**config.mk**
```make
export PLATFORM = sky130hd
export DESIGN_NAME = adder_tree_acc
export DESIGN_NICKNAME = d
export VERILOG_FILES = /design/src/rtl/adder_tree_pkg.sv /design/src/rtl/adder_tree_node.sv /design/src/rtl/adder_tree_acc.sv
export SDC_FILE = /design/constraint.sdc
export NUM_CORES = 1
export LEC_CHECK = 0
export ABC_AREA = 1
export BUFFER_PORTS_ARGS = -buffer_cell sky130_fd_sc_hd__buf_2
export CORE_MARGIN = 2
export CORE_UTILIZATION = 65
export CTS_BUF_LIST = sky130_fd_sc_hd__clkbuf_8
export CTS_CLUSTER_SIZE = 8
export DETAILED_ROUTE_END_ITERATION = 10
export PLACE_DENSITY = 0.88
export REMOVE_ABC_BUFFERS = 1
export SETUP_SLACK_MARGIN = 0.2
export SYNTH_ARGS = -nofsm -noshare
export SYNTH_HDL_FRONTEND = slang
export SYNTH_SLANG_ARGS = --single-unit
```
**constraint.sdc**
```tcl
create_clock -name clk -period 5 [get_ports clk]
set_clock_uncertainty 0.05 [all_clocks]
set_input_delay 0.75 -clock clk [delete_from_list [all_inputs] [get_ports clk]]
set_output_delay 0.75 -clock clk [all_outputs]
set_load 0.01 [all_outputs]
```
**src/rtl/adder_tree_pkg.sv**
```systemverilog
// Shared types and elaboration-time helpers for the adder tree accumulator.
package adder_tree_pkg;

    // Accumulator frame state
    typedef enum logic {
        ST_IDLE = 1'b0,
        ST_OPEN = 1'b1
    } acc_state_e;

    // Ceiling log2; returns 0 for n <= 1
    function automatic int unsigned clog2(input int unsigned n);
        int unsigned r;
        r = 0;
        for (int unsigned i = 0; i < 31; i++) begin
            if ((32'd1 << i) < n) r = i + 1;
        end
        return r;
    endfunction

    // Width of every node result at tree level lvl (level 0 is the raw operands)
    function automatic int unsigned level_width(input int unsigned data_width, input int unsigned lvl);
        return data_width + lvl;
    endfunction

    // Number of nodes present at tree level lvl
    function automatic int unsigned node_count(input int unsigned num_inputs, input int unsigned lvl);
        int unsigned c;
        c = num_inputs;
        for (int unsigned i = 0; i < lvl; i++) begin
            c = (c + 1) / 2;
        end
        return c;
    endfunction

endpackage

```
**src/rtl/adder_tree_node.sv**
```systemverilog
// One registered tree node: sum of two operands, or a one-bit extension of a lone operand.
module adder_tree_node #(
    parameter int unsigned IN_WIDTH = 8,
    parameter bit          SIGNED   = 1'b0,
    parameter bit          PAIR     = 1'b1
) (
    input  logic                clk,
    input  logic [IN_WIDTH-1:0] a,
    input  logic [IN_WIDTH-1:0] b,
    output logic [IN_WIDTH:0]   sum
);

    logic [IN_WIDTH:0] ext_a_c;
    logic [IN_WIDTH:0] ext_b_c;
    logic [IN_WIDTH:0] sum_c;

    // Extend both operands by one bit, then add (or pass a through for a lone node)
    always_comb begin
        ext_a_c = {SIGNED & a[IN_WIDTH-1], a};
        ext_b_c = {SIGNED & b[IN_WIDTH-1], b};
        sum_c   = PAIR ? (ext_a_c + ext_b_c) : ext_a_c;
    end

    // Data register; no reset needed, validity travels in the tag pipeline
    always_ff @(posedge clk) begin
        sum <= sum_c;
    end

endmodule

```
**src/rtl/adder_tree_acc.sv**
```systemverilog
// Pipelined adder tree over NUM_INPUTS operands followed by a per-beat / per-frame accumulator.
module adder_tree_acc
    import adder_tree_pkg::*;
#(
    parameter int unsigned NUM_INPUTS = 37,
    parameter int unsigned DATA_WIDTH = 8,
    parameter bit          SIGNED     = 1'b0,
    parameter int unsigned ACC_BITS   = 8,
    parameter int unsigned BEAT_WIDTH = 16,
    localparam int unsigned LAT          = clog2(NUM_INPUTS),
    localparam int unsigned RESULT_WIDTH = DATA_WIDTH + LAT + ACC_BITS
) (
    input  logic                             clk,
    input  logic                             rst_n,
    input  logic                             din_valid,
    input  logic                             din_last,
    input  logic                             acc_mode,
    input  logic [NUM_INPUTS*DATA_WIDTH-1:0] din,
    output logic                             dout_valid,
    output logic [RESULT_WIDTH-1:0]          dout,
    output logic [BEAT_WIDTH-1:0]            dout_beats,
    output logic                             dout_ovf
);

    localparam int unsigned TREE_WIDTH = level_width(DATA_WIDTH, LAT);

    // Tree levels: level l reduces level l-1 pairwise, lone last node is extended
    for (genvar l = 1; l <= LAT; l++) begin : g_lvl
        localparam int unsigned IW = level_width(DATA_WIDTH, l - 1);
        localparam int unsigned NI = node_count(NUM_INPUTS, l - 1);
        localparam int unsigned NO = node_count(NUM_INPUTS, l);

        logic [NI*IW-1:0]     src;
        logic [NO*(IW+1)-1:0] res;

        if (l == 1) begin : g_src_in
            assign src = din;
        end else begin : g_src_lvl
            assign src = g_lvl[l-1].res;
        end

        for (genvar j = 0; j < NO; j++) begin : g_node
            if (2 * j + 1 < NI) begin : g_pair
                adder_tree_node #(
                    .IN_WIDTH (IW),
                    .SIGNED   (SIGNED),
                    .PAIR     (1'b1)
                ) u_node (
                    .clk (clk),
                    .a   (src[(2*j)*IW +: IW]),
                    .b   (src[(2*j+1)*IW +: IW]),
                    .sum (res[j*(IW+1) +: IW+1])
                );
            end else begin : g_single
                adder_tree_node #(
                    .IN_WIDTH (IW),
                    .SIGNED   (SIGNED),
                    .PAIR     (1'b0)
                ) u_node (
                    .clk (clk),
                    .a   (src[(2*j)*IW +: IW]),
                    .b   ('0),
                    .sum (res[j*(IW+1) +: IW+1])
                );
            end
        end
    end

    logic [TREE_WIDTH-1:0] tree_sum;
    assign tree_sum = g_lvl[LAT].res;

    logic [LAT-1:0] v_pipe;
    logic [LAT-1:0] l_pipe;
    logic [LAT-1:0] m_pipe;

    // Valid/tag pipeline aligned with the tree levels
    always_ff @(posedge clk or negedge rst_n) begin
        if (!rst_n) begin
            v_pipe <= '0;
            l_pipe <= '0;
            m_pipe <= '0;
        end else begin
            v_pipe[0] <= din_valid;
            l_pipe[0] <= din_valid & din_last;
            m_pipe[0] <= din_valid & acc_mode;
            for (int i = 1; i < int'(LAT); i++) begin
                v_pipe[i] <= v_pipe[i-1];
                l_pipe[i] <= l_pipe[i-1];
                m_pipe[i] <= m_pipe[i-1];
            end
        end
    end

    acc_state_e                state;
    logic [RESULT_WIDTH-1:0]   acc;
    logic [BEAT_WIDTH-1:0]     frame_beats;
    logic                      frame_ovf;

    logic [RESULT_WIDTH-1:0]   sum_ext_c;
    logic [RESULT_WIDTH-1:0]   base_c;
    logic [RESULT_WIDTH-1:0]   acc_next_c;
    logic                      carry_c;
    logic                      ovf_next_c;
    logic [BEAT_WIDTH-1:0]     beats_base_c;
    logic [BEAT_WIDTH-1:0]     beats_next_c;

    // Next accumulator value; an IDLE frame restarts from zero
    always_comb begin
        if (SIGNED) sum_ext_c = RESULT_WIDTH'(signed'(tree_sum));
        else        sum_ext_c = RESULT_WIDTH'(tree_sum);
        base_c       = (state == ST_OPEN) ? acc : '0;
        beats_base_c = (state == ST_OPEN) ? frame_beats : '0;
        {carry_c, acc_next_c} = {1'b0, base_c} + {1'b0, sum_ext_c};
        ovf_next_c = (state == ST_OPEN) & frame_ovf;
        if (SIGNED) begin
            if ((base_c[RESULT_WIDTH-1] == sum_ext_c[RESULT_WIDTH-1]) &&
                (acc_next_c[RESULT_WIDTH-1] != base_c[RESULT_WIDTH-1])) ovf_next_c = 1'b1;
        end else begin
            if (carry_c) ovf_next_c = 1'b1;
        end
        beats_next_c = (beats_base_c == '1) ? beats_base_c : beats_base_c + BEAT_WIDTH'(1);
    end

    // Accumulator FSM with registered outputs; dout fields hold between pulses
    always_ff @(posedge clk or negedge rst_n) begin
        if (!rst_n) begin
            state       <= ST_IDLE;
            acc         <= '0;
            frame_beats <= '0;
            frame_ovf   <= 1'b0;
            dout_valid  <= 1'b0;
            dout        <= '0;
            dout_beats  <= '0;
            dout_ovf    <= 1'b0;
        end else begin
            dout_valid <= 1'b0;
            if (v_pipe[LAT-1]) begin
                if (!m_pipe[LAT-1]) begin
                    dout       <= sum_ext_c;
                    dout_beats <= BEAT_WIDTH'(1);
                    dout_ovf   <= 1'b0;
                    dout_valid <= 1'b1;
                    state      <= ST_IDLE;
                end else if (l_pipe[LAT-1]) begin
                    dout       <= acc_next_c;
                    dout_beats <= beats_next_c;
                    dout_ovf   <= ovf_next_c;
                    dout_valid <= 1'b1;
                    state      <= ST_IDLE;
                end else begin
                    acc         <= acc_next_c;
                    frame_beats <= beats_next_c;
                    frame_ovf   <= ovf_next_c;
                    state       <= ST_OPEN;
                end
            end
        end
    end

endmodule

```
==> impl_metrics.yaml <==
detailed_routing:
  ant_nets: 0
  drt_iter0_markers: 1139
  dr.pass1.iters: 6
  vias_per_cell: 5.34
  wl_per_cell_um: 14.5
  routed_wl_um: 58200
  num_vias: 21400
  drc: 0
place:
  place_congestion: 0.934
  pre_cts_ws_ns: 2.38
  portBuffers: 340
  placed_cell_area_mm2: 0.0285
  hpwl_um: 45000
synthesis:
  ys_types: 43
  synthesis.area_mm2: 0.0262
  synth_seq_cells: 494
  yosysSeqAreaShare_pct: 39.6
  synthArstFlopShare_pct: 19.8
  synthTopCellsByArea: "dfxtp_1 30%, ha_1 16%, dfrtp_1 9.3%"
  yosys.area.top_type: "dfxtp_1"
  synth_top_area_share_pct: 30.2
  synth_cells: 3036
  yosys_warnings: 0
  synth_ff_type: "dfxtp_1"
  postSynthAreaPerCell_um2: 8.64
  synth-edff-count: 0
worst_setup_path:
  crit_type: "reg2reg"
  r2r_slack_ns: 2.36
  reg2reg_depth: 14
  critPathLaunchType: "flop"
  cp.required_ns: 5.47
  end_kind: "flop"
  cp.arrival_ns: 3.12
  worst-path-max-fanout: 39
final_layout:
  seq_area_mm2: 0.0104
  fin_area_mm2: 0.0300
  multiInputGateArea_mm2: 0.0143
  final_common_cell: "nand2_1"
  antenna_cells: 0
  final_cell_mix: "586 x nand2_1, 414 x inv_1, 396 x dfxtp_1, 339 x buf_2, 333 x ha_1"
  finish.utilization_pct: 75.2
  fillers: 2920
  fin_nets: 4110
  layout-drive-gt1-share_pct: 13.6
  syn2layout_area_growth_pct: 14.2
clock_tree:
  clk_pin_slew_ns: 0.06
  clk-insertion-delay-late_ns: 0.64
  post_cts_buffers: 0
  cts_root_buf: "clkbuf_8"
  cts_made_buffers: 79
  clk_path_buf_depth: 3
  cts_tree: "yes"
  post_cts_resize_count: 0
  ctsHtreeMaxLevel: 3
  cts_hold_buf: 0
  clkSinkCount: 494
min_path:
  hold_path.class: "in2async"
sta:
  setup_viol: 0
  finalCritPeriodShare_pct: 52.9
  tightest_slew_ns: 1.08
  hold_violations: 0
  final.setup.tns_ns: 0
  fmax_mhz: 378
  rsz0062_at_grt: "false"
  fin_ws_ns: 2.36
  holdWs_ns: 0.151
  period_needed_ns: 2.64
  slew_viol_final: 0
  slew_headroom_pct: 27.7
global_routing:
  grt-ovfl-total: 0
  antenna_found_initial: 0
  grt_pass1_wl_um: 96500
  track_usage_pct: 27.6
  grt_max_degree: 64
  grt_pass1_vias: 21700
die:
  core_mm2: 0.0398
  die_h_um: 205
  die_w_um: 205
  start_util_pct: 65.9
  die_area_mm2: 0.0420
  rows: 73
  boundaryPins: 341
power:
  p_per_area_mw_per_mm2: 556
  cellLeakagePower_nw: 15.6
  peakVddDrop_uv: 286
status:
  status: "complete, no violations"
run:
  max_cap_viol_count: 0
## cell usage after synthesis, drive strengths merged, types with 2 or more instances
cell type,n
a221oi,2
clkbuf,10
buf,12
o2111ai,10
o21a,4
inv,385
o21bai,8
a31oi,2
dfrtp,98
a21o,15
xnor2,94
nand4,39
and3,2
fa,37
nor2,169
dfxtp,396
nand2,599
ha,333
a22o,6
o211ai,50
o21ai,121
nand3,104
a21oi,311
nand3b,23
nor3,26
xor2,174
## routing by layer
metal	vias up	routed length, um	GRT usage, %
met5	-	0	0
met4	0	1500	9.61
met3	128	2940	4.17
met2	664	29100	50.6
met1	9812	24700	32.8
li1	10800	-	-
## registers in the layout (all words and copies together) (netlist names)
signal,cells
dout,22
dout_beats,16
frame_beats,16
l_pipe,6
acc,22
state,1
v_pipe,6
m_pipe,6
g_lvl.g_node.g_single.u_node.sum,38
dout_valid,1
g_lvl.g_node.g_pair.u_node.sum,358
frame_ovf,1
dout_ovf,1
## critical path: stages, from the launching register on
cell and delay, ns:
dfrtp_1 0.44, buf_4 0.49, nand2_1 0.10, inv_1 0.08, ha_1 0.27, nand2_1 0.13
inv_1 0.06, a21oi_1 0.24, nor2_1 0.07, nor2_1 0.16, nand2_1 0.12, nand2_1 0.07
nand2_1 0.08, nand3_1 0.10, nand2_1 0.08
## per-stage QoR
stage / total power [W] / std cells
after floorplan: 0.0115 / 3014
after global placement: 0.0131 / 3883
after detailed placement: 0.0134 / 3883
after CTS: 0.0167 / 4016
after global routing: 0.0180 / 4016
final: 0.0167 / 4016
## report_power, final
part,switching [W],internal (W),total [W]
clock network,0.00152,0.00169,0.00321
logic,0.00442,0.00309,0.00751
registers,0.000603,0.00535,0.00595
total,0.00654,0.0101,0.0167
## path summary, 6_finish.rpt
path                                                                start                                         end
max in group asynchronous                                           rst_n                                   l_pipe[2]
worst min-delay path                                                rst_n                                    dout[16]
worst max-delay path                                                state                                     acc[19]
min in group clk                                                 din[293]  g_lvl[1].g_node[18].g_single.u_node.sum[5]
worst min register to register  g_lvl[4].g_node[2].g_single.u_node.sum[3]   g_lvl[5].g_node[1].g_single.u_node.sum[3]
worst max register to register                                      state                                     acc[19]
## logic make-up after synthesis
kind of cell               after synthesis  synth area share (%)
AOI/OAI and AO/OA                      532                  11.2
buffers and inverters                  408                  6.07
and+or+nand+nor                        964                  15.5
adders and majority gates              370                  18.7
xor gates and xnor gates               268                  8.94
DFF                                    494                  39.6
## cell type report
cell class	instances	area share, %
Clock buffer	90	4.14
Sequential cell	494	34.7
Clock inverter	43	0.764
Timing Repair Buffer	344	5.79
Tap cell	525	2.19
Inverter	386	4.84
Multi-Input combinational cell	2134	47.6
Power figures use the tool's default switching activity.
